$ cat config.mk
export PLATFORM = sky130hd
export DESIGN_NAME = rv32i_issue_scoreboard
export DESIGN_NICKNAME = d
export VERILOG_FILES = /design/src/rtl/rv32i_pkg.sv /design/src/rtl/rv32i_scoreboard_counters.sv /design/src/rtl/rv32i_issue_scoreboard.sv
export SDC_FILE = /design/constraint.sdc
export NUM_CORES = 1
export LEC_CHECK = 0
export ABC_AREA = 1
export ABC_CLOCK_PERIOD_IN_PS = 9800
export CORE_AREA = 2 2 149 151
export CTS_BUF_LIST = sky130_fd_sc_hd__clkbuf_8
export CTS_CLUSTER_SIZE = 10
export DETAILED_ROUTE_END_ITERATION = 8
export DIE_AREA = 0 0 151 153
export PLACE_DENSITY = 0.63
export SLEW_MARGIN = 10
export SYNTH_ARGS = -nofsm -noshare
export SYNTH_HDL_FRONTEND = slang
export SYNTH_SLANG_ARGS = --single-unit
$ cat constraint.sdc
create_clock -name clk -period 9.8 [get_ports clk]
set_input_delay 2.94 -clock clk [delete_from_list [all_inputs] [get_ports clk]]
set_output_delay 2.94 -clock clk [all_outputs]
set_load 0.01 [all_outputs]
$ cat src/rtl/rv32i_pkg.sv
// rtl/rv32i_pkg.sv - RV32I instruction fields, opcodes and register-usage decode
package rv32i_pkg;

  typedef logic [31:0] rv32_inst_t;

  typedef enum logic [6:0] {
    OPC_LOAD   = 7'b0000011,
    OPC_IMM    = 7'b0010011,
    OPC_AUIPC  = 7'b0010111,
    OPC_STORE  = 7'b0100011,
    OPC_OP     = 7'b0110011,
    OPC_LUI    = 7'b0110111,
    OPC_BRANCH = 7'b1100011,
    OPC_JALR   = 7'b1100111,
    OPC_JAL    = 7'b1101111,
    OPC_SYSTEM = 7'b1110011
  } rv32i_opcode_t;

  typedef struct packed {
    logic [6:0] funct7;
    logic [4:0] rs2;
    logic [4:0] rs1;
    logic [2:0] funct3;
    logic [4:0] rd;
    logic [6:0] opcode;
  } rv32_fields_t;

  typedef struct packed {
    logic rs1_used;
    logic rs2_used;
    logic rd_used;
    logic is_system;
    logic illegal;
  } rv32i_reg_use_t;

  function automatic rv32_fields_t rv32_get_fields(input rv32_inst_t inst);
    return rv32_fields_t'(inst);
  endfunction

  function automatic rv32i_reg_use_t rv32i_get_reg_use(input rv32_fields_t f);
    rv32i_reg_use_t u;
    u = '0;
    case (rv32i_opcode_t'(f.opcode))
      OPC_OP: begin
        u.rs1_used = 1'b1;
        u.rs2_used = 1'b1;
        u.rd_used  = 1'b1;
      end
      OPC_IMM, OPC_LOAD, OPC_JALR: begin
        u.rs1_used = 1'b1;
        u.rd_used  = 1'b1;
      end
      OPC_STORE, OPC_BRANCH: begin
        u.rs1_used = 1'b1;
        u.rs2_used = 1'b1;
      end
      OPC_LUI, OPC_AUIPC, OPC_JAL: u.rd_used = 1'b1;
      OPC_SYSTEM: begin
        // funct3 001..011 are register CSR ops, 101..111 immediate CSR ops, 000 is ECALL/EBREAK
        u.is_system = 1'b1;
        if (!f.funct3[2] && f.funct3[1:0] != 2'b00) begin
          u.rs1_used = 1'b1;
          u.rd_used  = 1'b1;
        end else if (f.funct3[2] && f.funct3[1:0] != 2'b00) begin
          u.rd_used  = 1'b1;
        end
      end
      default: u.illegal = 1'b1;
    endcase
    return u;
  endfunction

endpackage

$ cat src/rtl/rv32i_scoreboard_counters.sv
// rtl/rv32i_scoreboard_counters.sv - 31 pending-write counters with read ports and sticky error
// RV32I_SCOREBOARD_BYPASS_EN: drain_zero_o also treats counters retired this cycle as zero.
module rv32i_scoreboard_counters #(
  parameter int PENDING_WIDTH = 2
) (
  input  logic                     clk,
  input  logic                     rst,
  input  logic                     inc_en_i,
  input  logic [4:0]               inc_rd_i,
  input  logic                     dec_en_i,
  input  logic [4:0]               dec_rd_i,
  input  logic [4:0]               rs1_idx_i,
  input  logic [4:0]               rs2_idx_i,
  input  logic [4:0]               rd_idx_i,
  output logic [PENDING_WIDTH-1:0] rs1_cnt_o,
  output logic [PENDING_WIDTH-1:0] rs2_cnt_o,
  output logic [PENDING_WIDTH-1:0] rd_cnt_o,
  output logic                     all_zero_o,
  output logic                     drain_zero_o,
  output logic                     error_o
);

  logic [PENDING_WIDTH-1:0] cnt_q [1:31];
  logic [PENDING_WIDTH-1:0] cnt_d [1:31];
  logic                     error_q, error_d;

  always_comb begin
    error_d      = error_q;
    all_zero_o   = 1'b1;
    drain_zero_o = 1'b1;
    for (int i = 1; i < 32; i++) begin
      cnt_d[i] = cnt_q[i];
      if (inc_en_i && inc_rd_i == 5'(i)) cnt_d[i] = cnt_d[i] + PENDING_WIDTH'(1);
      // A retire against an idle counter is flagged and never underflows
      if (dec_en_i && dec_rd_i == 5'(i)) begin
        if (cnt_q[i] == '0) error_d = 1'b1;
        else                cnt_d[i] = cnt_d[i] - PENDING_WIDTH'(1);
      end
      if (cnt_q[i] != '0) all_zero_o = 1'b0;
`ifdef RV32I_SCOREBOARD_BYPASS_EN
      if (cnt_q[i] != '0 && !(cnt_q[i] == PENDING_WIDTH'(1) && dec_en_i && dec_rd_i == 5'(i)))
        drain_zero_o = 1'b0;
`endif
    end
`ifndef RV32I_SCOREBOARD_BYPASS_EN
    drain_zero_o = all_zero_o;
`endif
  end

  always_comb begin
    rs1_cnt_o = '0;
    rs2_cnt_o = '0;
    rd_cnt_o  = '0;
    for (int i = 1; i < 32; i++) begin
      if (rs1_idx_i == 5'(i)) rs1_cnt_o = cnt_q[i];
      if (rs2_idx_i == 5'(i)) rs2_cnt_o = cnt_q[i];
      if (rd_idx_i  == 5'(i)) rd_cnt_o  = cnt_q[i];
    end
  end

  always_ff @(posedge clk) begin
    if (!rst) begin
      error_q <= 1'b0;
      for (int i = 1; i < 32; i++) cnt_q[i] <= '0;
    end else begin
      error_q <= error_d;
      for (int i = 1; i < 32; i++) cnt_q[i] <= cnt_d[i];
    end
  end

  assign error_o = error_q;

endmodule

$ cat src/rtl/rv32i_issue_scoreboard.sv
// rtl/rv32i_issue_scoreboard.sv - in-order RV32I issue with RAW/WAW scoreboard and SYSTEM drain
// RV32I_SCOREBOARD_BYPASS_EN: sources retired by the same-cycle write-back count as ready.
import rv32i_pkg::*;

module rv32i_issue_scoreboard #(
  parameter int PENDING_WIDTH = 2
) (
  input  logic        clk,
  input  logic        rst,
  input  logic        dec_valid,
  output logic        dec_ready,
  input  logic [31:0] dec_inst,
  output logic        issue_valid,
  input  logic        issue_ready,
  output logic [31:0] issue_inst,
  output logic        issue_illegal,
  input  logic        wb_valid,
  input  logic [4:0]  wb_rd,
  output logic        error
);

  typedef enum logic {ST_ISSUE, ST_DRAIN} state_e;

  localparam logic [PENDING_WIDTH-1:0] CNT_MAX = {PENDING_WIDTH{1'b1}};

  state_e                   state_q;
  logic                     valid_q, valid_d;
  logic [31:0]              inst_q, inst_d;
  logic                     illegal_q, illegal_d;
  rv32_fields_t             fields;
  rv32i_reg_use_t           use_w;
  logic [PENDING_WIDTH-1:0] rs1_cnt, rs2_cnt, rd_cnt;
  logic                     all_zero, drain_zero;
  logic                     rs1_act, rs2_act, rd_act;
  logic                     rs1_busy, rs2_busy;
  logic                     hazard, buf_free, sys_ok, accept;

  assign fields  = rv32_get_fields(dec_inst);
  assign use_w   = rv32i_get_reg_use(fields);
  assign rs1_act = use_w.rs1_used && fields.rs1 != 5'd0;
  assign rs2_act = use_w.rs2_used && fields.rs2 != 5'd0;
  assign rd_act  = use_w.rd_used  && fields.rd  != 5'd0;

`ifdef RV32I_SCOREBOARD_BYPASS_EN
  assign rs1_busy = rs1_cnt != '0 &&
                    !(rs1_cnt == PENDING_WIDTH'(1) && wb_valid && wb_rd == fields.rs1);
  assign rs2_busy = rs2_cnt != '0 &&
                    !(rs2_cnt == PENDING_WIDTH'(1) && wb_valid && wb_rd == fields.rs2);
`else
  assign rs1_busy = rs1_cnt != '0;
  assign rs2_busy = rs2_cnt != '0;
`endif

  assign hazard    = (rs1_act && rs1_busy) || (rs2_act && rs2_busy) || (rd_act && rd_cnt == CNT_MAX);
  assign buf_free  = !valid_q || issue_ready;
  assign sys_ok    = !use_w.is_system || all_zero;
  assign dec_ready = rst && state_q == ST_ISSUE && !hazard && buf_free && sys_ok;
  assign accept    = dec_valid && dec_ready;

  rv32i_scoreboard_counters #(.PENDING_WIDTH(PENDING_WIDTH)) u_counters (
    .clk          (clk),
    .rst          (rst),
    .inc_en_i     (accept && rd_act),
    .inc_rd_i     (fields.rd),
    .dec_en_i     (wb_valid && wb_rd != 5'd0),
    .dec_rd_i     (wb_rd),
    .rs1_idx_i    (fields.rs1),
    .rs2_idx_i    (fields.rs2),
    .rd_idx_i     (fields.rd),
    .rs1_cnt_o    (rs1_cnt),
    .rs2_cnt_o    (rs2_cnt),
    .rd_cnt_o     (rd_cnt),
    .all_zero_o   (all_zero),
    .drain_zero_o (drain_zero),
    .error_o      (error)
  );

  // The buffer refills in the same cycle it drains, giving one issue per cycle
  always_comb begin
    valid_d   = valid_q;
    inst_d    = inst_q;
    illegal_d = illegal_q;
    if (accept) begin
      valid_d   = 1'b1;
      inst_d    = dec_inst;
      illegal_d = use_w.illegal;
    end else if (issue_ready) begin
      valid_d   = 1'b0;
    end
  end

  always_ff @(posedge clk) begin
    if (!rst) begin
      state_q   <= ST_ISSUE;
      valid_q   <= 1'b0;
      inst_q    <= '0;
      illegal_q <= 1'b0;
    end else begin
      valid_q   <= valid_d;
      inst_q    <= inst_d;
      illegal_q <= illegal_d;
      case (state_q)
        ST_ISSUE: if (dec_valid && use_w.is_system && !(all_zero && buf_free)) state_q <= ST_DRAIN;
        ST_DRAIN: if (drain_zero && !valid_q) state_q <= ST_ISSUE;
        default:  state_q <= ST_ISSUE;
      endcase
    end
  end

  assign issue_valid   = valid_q;
  assign issue_inst    = inst_q;
  assign issue_illegal = illegal_q;

endmodule

# == After elaboration in Yosys (flattened, before gate mapping) ==
# Memories as Yosys holds them, arrays and structs flattened.
# Cells that the tools add are included.
# classes
muxes,325
n_reduce_logical,164
addsub,62
n_eq_ne,135
bitwise_logic,32
# op_table
operator,count
2-bit two-way mux,217
5-bit == test (second input constant),64
5-bit by 4-bit == test with 1-bit output (second input constant),32
1-bit two-way mux,105
1-bit logical AND,81
5-bit by 3-bit == test with 1-bit output (second input constant),16
2-bit nonzero test,35
2-bit by 1-bit adder with 2-bit output (second input constant),31
2-bit logical NOT,31
2-bit by 1-bit subtractor with 2-bit output (second input constant),31
5-bit by 2-bit == test with 1-bit output (second input constant),8
1-bit bitwise OR,31
7-bit == test (second input constant),4
7-bit by 6-bit == test with 1-bit output (second input constant),3
5-bit by 1-bit == test with 1-bit output (second input constant),4
5-bit nonzero test,4
7-bit by 5-bit == test with 1-bit output (second input constant),2
10-bit OR reduction,1
7-bit by 2-bit == test with 1-bit output (second input constant),1
7-bit OR reduction,1
1-bit case mux with 2 select lines,3
6-bit OR reduction,1
1-bit logical NOT,5
1-bit logical OR,4
3 further kinds,3
# totals
wordCells,724
ramBits,62
output_inout_bits,36
ff_bits,36
input_bits,42
mem_count,1
# mem_list
memory,depth,width,read_ports,rd_clocked_by_memory_dff,wr,line,rtl
u_counters.cnt_q,31,2,31,0,31,rv32i_scoreboard_counters.sv:23,logic [PENDING_WIDTH-1:0] cnt_q [1:31];

# == Logic depth before layout (Yosys ltp) ==
# Gate-level depths: netlist of run 1.
# logic_depth
depth_word,64
depth_mapped,38

# == Hierarchy ==
# Synthesis of run 1 repeated with hierarchy kept, for this count alone.
# hier_totals
cells_unflattened,1456
area_unflattened_um2,8336.7
# modules_own_cells
mod,instances,seq_area_each_um2,area_each_um2,cells_each
rv32i_scoreboard_counters,1,1261.2,6571.3,1162
rv32i_issue_scoreboard,1,700.7,1765.4,294

# == Least setup slack after synthesis of run 1 ==
# Ideal clock, no wire load.
# synth_path
kind,input to output
start,in dec_inst[19]
end,out dec_ready
stages,26
slack_ns,1.931
n_path_buf,2
t_arrival_ns,4.929
required_time_ns,6.860
cell_sequence,buf_2 inv_1 buf_2 nand4_1 nand2_1 nor2_1 nand3_1 nand2_1 nand4_1 nand2_1 nand3_1 nand2_1 nand3_1 nand2_1 nand4_1 nand2_1 nand4_1 nand2_1 nand4_1 nor3_1 nand3_1 nand2_1 nand2_1 a21oi_1 nand3_1 inv_1
# synth_via
elab_chain_cells,40
elab_cells_between_ends,72
classes_between,eq/ne: 31; mux: 31; reduce/logical: 10
# synth_lines
element,line,rtl
from (decl),rv32i_issue_scoreboard.sv:12,"input logic [31:0] dec_inst,"
5-bit by 1-bit == test with 1-bit output,rv32i_scoreboard_counters.sv:55,if (rs1_idx_i == 5'(i)) rs1_cnt_o = cnt_q[i];
2-bit two-way mux (31 in a row),rv32i_scoreboard_counters.sv:55,
2-bit nonzero test,rv32i_issue_scoreboard.sv:50,assign rs1_busy = rs1_cnt != '0;
1-bit logical AND (*),rv32i_issue_scoreboard.sv:54,assign hazard = (rs1_act && rs1_busy) || (rs2_act && rs2_busy) || (rd_act && rd_cnt == CNT_MAX);
1-bit logical OR (*) (2 in a row),rv32i_issue_scoreboard.sv:54,
1-bit logical NOT (*),rv32i_issue_scoreboard.sv:57,assign dec_ready = rst && state_q == ST_ISSUE && !hazard && buf_free && sys_ok;
1-bit logical AND (*) (3 in a row),rv32i_issue_scoreboard.sv:57,
to (decl),rv32i_issue_scoreboard.sv:11,"output logic dec_ready,"
# Every way passes the cells marked *; elsewhere a longest branch is shown, timed or not.

# == Worst setup path after layout of run 1 ==
# layout_path
start,in dec_inst[10]
end,out dec_ready
# layout_via
elab_chain_cells,39
elab_cells_between_ends,71
classes_between,eq/ne: 32; mux: 31; reduce/logical: 8
# layout_lines
element,line,rtl
5-bit by 1-bit == test with 1-bit output,rv32i_scoreboard_counters.sv:57,if (rd_idx_i == 5'(i)) rd_cnt_o = cnt_q[i];
2-bit two-way mux (31 in a row),rv32i_scoreboard_counters.sv:57,
2-bit == test,rv32i_issue_scoreboard.sv:54,
1-bit logical AND (*),rv32i_issue_scoreboard.sv:54,
1-bit logical OR (*),rv32i_issue_scoreboard.sv:54,
1-bit logical NOT (*),rv32i_issue_scoreboard.sv:57,
1-bit logical AND (*) (3 in a row),rv32i_issue_scoreboard.sv:57,
# Marked as above.

==> reports/metrics.cfg, run 1 <==
[status]
status = complete, no violations

[synthesis]
synth-edff-count = 0
netlist-cell-type-count = 36
synth_area_um2 = 8510
synth_top_area_cell = dfxtp_1
synth_area_leaders = dfxtp_1 (23%), nand2_1 (19%), nor2_1 (12%)
yosysSeqAreaShare_pct = 23.1
synthFlopType = dfxtp_1
async_reset_ff_share_pct = 0
synthCells = 1546
syn_area_per_cell_um2 = 5.50
ys_warn_count = 0
synth_nets = 1619
synth_top_area_share_pct = 23.1
yosys_register_bits = 98

[floorplanning]
rows = 54
io_pins = 78
initial_utilization_pct = 39.6
fp.dieH_um = 153
core_area_um2 = 21500
die-area_um2 = 23100
fp.dieW_um = 151

[timing]
skew_ns = 0.0169
slew_violations = 0
fin_crit_ns = 9.45
min_period_over_period_pct = 96.5
rsz0062_at_grt = false
hold_viol_final = 0
relSlewSlack_pct = 28.9
max_freq_mhz = 106
setup_tns_ns = 0
setup_violations = 0
tightest_slew_ns = 1.07

[grt]
grt_pass1_wl_mm = 51.7
grt_overflow = 0
grt_max_degree = 94
grt_antenna_before_repair = 0
met2_usage_pct = 48.3
grt_util_met1_pct = 36.0
gr-usage-met3_pct = 4.42
grt_pass1_vias = 9556
grt-busiest-layer = met2
grt_use_total_pct = 29.0

[layout]
antenna-diode-count = 0
layout_common_cells = nand2_1 (438), nor2_1 (260), inv_1 (254), nand4_1 (109), nand3_1 (101)
area.growth.synth_to_final_pct = 15.7
nets = 1682
fin_cells = 1894
num-fill-cells = 2327
drive_gt1_share_pct = 4.28
final_common_cell = nand2_1

[place]
dp_hpwl_mm = 26.4
io_buffers = 77
gp_congestion = 1.04
dpl.cell_count = 1878

[clock_network]
cts.sinks = 98
cts_max_level = 3
cts_root_buffer = clkbuf_8
hold_buffers = 0
clock_latency_ns = 0.41
cts_buffer_depth = 2
clk_pin_slew_worst_paths_ns = 0.11
cts_tree = done
cts_buffers = 9

[setup_path]
start_kind = input pin
cp.arrival_ns = 6.51
cp_max_fo = 6
crit_type = in2out
crit_path_end_kind = primary output
cp.required_ns = 6.86

[detailed_routing]
via_per_inst = 5.43
drtPass1Iterations = 7
drt_iter0_drc = 890
vias = 10288
drcViolationCount = 0
wl_per_cell_um = 17.7
ant_nets = 0
drt_wl_total_mm = 33.6

[power]
irDropWorstVdd_v = 0.0000469
seq_power_share_pct = 48.1
p_comb_share_pct = 19.6
sw_frac_of_total_pct = 33.3
p_clk_share_pct = 32.3
power_density_nw_per_um2 = 87.8
p_leak_nw = 4.04
p_switching_w = 0.000288
p_int_w = 0.000576

[run]
maxCapViolations = 0

[worst_hold_path]
hp-class = reg2reg

[area by class of cell]
cell class / instances / area, um^2 / share of cell area, %
Multi-Input combinational cell: 1141 / 5400 / 54.8
Sequential cell: 98 / 1960 / 19.9
Timing Repair Buffer: 103 / 981 / 9.96
Inverter: 256 / 961 / 9.76
Tap cell: 280 / 350 / 3.56
Clock buffer: 10 / 138 / 1.40
Clock inverter: 6 / 55.1 / 0.559
[cells in the mapped netlist (3+ instances only)]
cell	n
a21oi_1	83
a221oi_1	3
a22o_1	3
buf_1	4
buf_2	20
clkbuf_1	24
dfxtp_1	98
ha_1	31
inv_1	254
nand2_1	438
nand3_1	101
nand3_2	10
nand4_1	109
nor2_1	263
nor2_2	5
nor3_1	25
nor3_2	4
nor4_1	9
o2111ai_1	4
o21ai_0	33
o21ai_1	8
o22ai_1	3
[logic make-up after synthesis]
kind of cell / share of synthesized area [%]
fa+ha+maj: 4.56
simple gates: 49.3
flops: 23.1
buf+inv: 14.0
compound gates: 9.15
[metrics by stage]
step | utilization (%) | cell area, um^2 | setup slack [ns] | hold WS [ns] | total power, W
after floorplan | - | 8510 | 1.93 | 0.532 | 0.000512
after global placement | 44.8 | 9620 | 0.312 | 0.485 | 0.000591
after detailed placement | 44.8 | 9620 | 0.260 | 0.493 | 0.000591
after CTS | 45.7 | 9810 | 0.248 | 0.522 | 0.000870
after global routing | 45.8 | 9840 | 0.0300 | 0.545 | 0.000903
final | 45.8 | 9840 | 0.347 | 0.518 | 0.000864
[path summary, 6_finish.rpt]
| check | end | slack, ns | cells after the start | start |
|---|---|---|---|---|
| worst max-delay path | dec_ready | 0.35 | 26 | dec_inst[10] |
| worst min-delay path | issue_inst[27]$_SDFFE_PN0P_ | 0.52 | 2 | issue_inst[27]$_SDFFE_PN0P_ |
| worst max register to register | u_counters.cnt_q[7][1]$_SDFF_PN0_ | 5.59 | 32 | u_counters.cnt_q[3][0]$_SDFF_PN0_ |
| worst min register to register | issue_inst[27]$_SDFFE_PN0P_ | 0.52 | 2 | issue_inst[27]$_SDFFE_PN0P_ |
[state kept, by name, summed over array words and instances, names as in the netlist]
register / flops
u_counters.cnt_q: 62
issue_inst: 32
issue_illegal: 1
issue_valid: 1
state_q: 1
u_counters.error_o: 1
[power by group through the flow]
| stage | Sequential (W) | Combinational [W] | Clock [W] |
|---|---|---|---|
| floorplan | 0.000429 | 0.0000834 | 0 |
| global placement | 0.000425 | 0.000166 | 0 |
| detailed placement | 0.000425 | 0.000166 | 0 |
| CTS | 0.000416 | 0.000167 | 0.000287 |
| global route | 0.000417 | 0.000184 | 0.000301 |
| finish | 0.000416 | 0.000169 | 0.000279 |
[critical path, cell delays in order]
cell	delay (ns)
clkdlybuf4s50_1	0.62
inv_1	0.15
nor2_1	0.17
inv_1	0.10
nor3_2	0.43
nand2_1	0.09
nand2_1	0.09
nand3_1	0.07
nand2_1	0.06
nand4_1	0.08
nor2_1	0.23
nand4_1	0.12
nand2_1	0.07
nand2_1	0.05
nand2_1	0.05
nand4_1	0.07
nand2_1	0.08
nand2_1	0.05
nand2_1	0.05
nand2_1	0.05
nand2_1	0.05
nand2_1	0.04
nand2_1	0.05
nand3_1	0.14
inv_1	0.09
clkdlybuf4s50_1	0.53
[per-layer routing]
| metal | vias to the layer above | part of all wire [%] |
|---|---|---|
| li1 | 5075 | - |
| met1 | 4659 | 42 |
| met4 | 0 | 5.9 |
| met5 | - | 0 |
| met3 | 117 | 6.7 |
| met2 | 437 | 45 |
[repair_timing]
item / CTS / global route
setup buffers: 0 / 0
endpoints found under the setup margin: 0 / 1
resized for setup: 0 / 9
(Power assumes the default switching activity.)
==> run 2, diff against run 1 <==
--- a/config.mk
+++ b/config.mk
@@ -6,7 +6,6 @@
 export NUM_CORES = 1
 export LEC_CHECK = 0
 export ABC_AREA = 1
-export ABC_CLOCK_PERIOD_IN_PS = 9800
 export CORE_AREA = 2 2 149 151
 export CTS_BUF_LIST = sky130_fd_sc_hd__clkbuf_8
 export CTS_CLUSTER_SIZE = 10
==> results of run 2 <==
Final layout, timing and power as in run 1 (identical DEF).
==> run 3, diff against run 2 <==
--- a/config.mk
+++ b/config.mk
@@ -12,6 +12,7 @@
 export DETAILED_ROUTE_END_ITERATION = 8
 export DIE_AREA = 0 0 151 153
 export PLACE_DENSITY = 0.63
+export SKIP_LAST_GASP = 1
 export SLEW_MARGIN = 10
 export SYNTH_ARGS = -nofsm -noshare
 export SYNTH_HDL_FRONTEND = slang
==> results of run 3 <==
Final layout, timing and power as in run 1 (identical DEF).
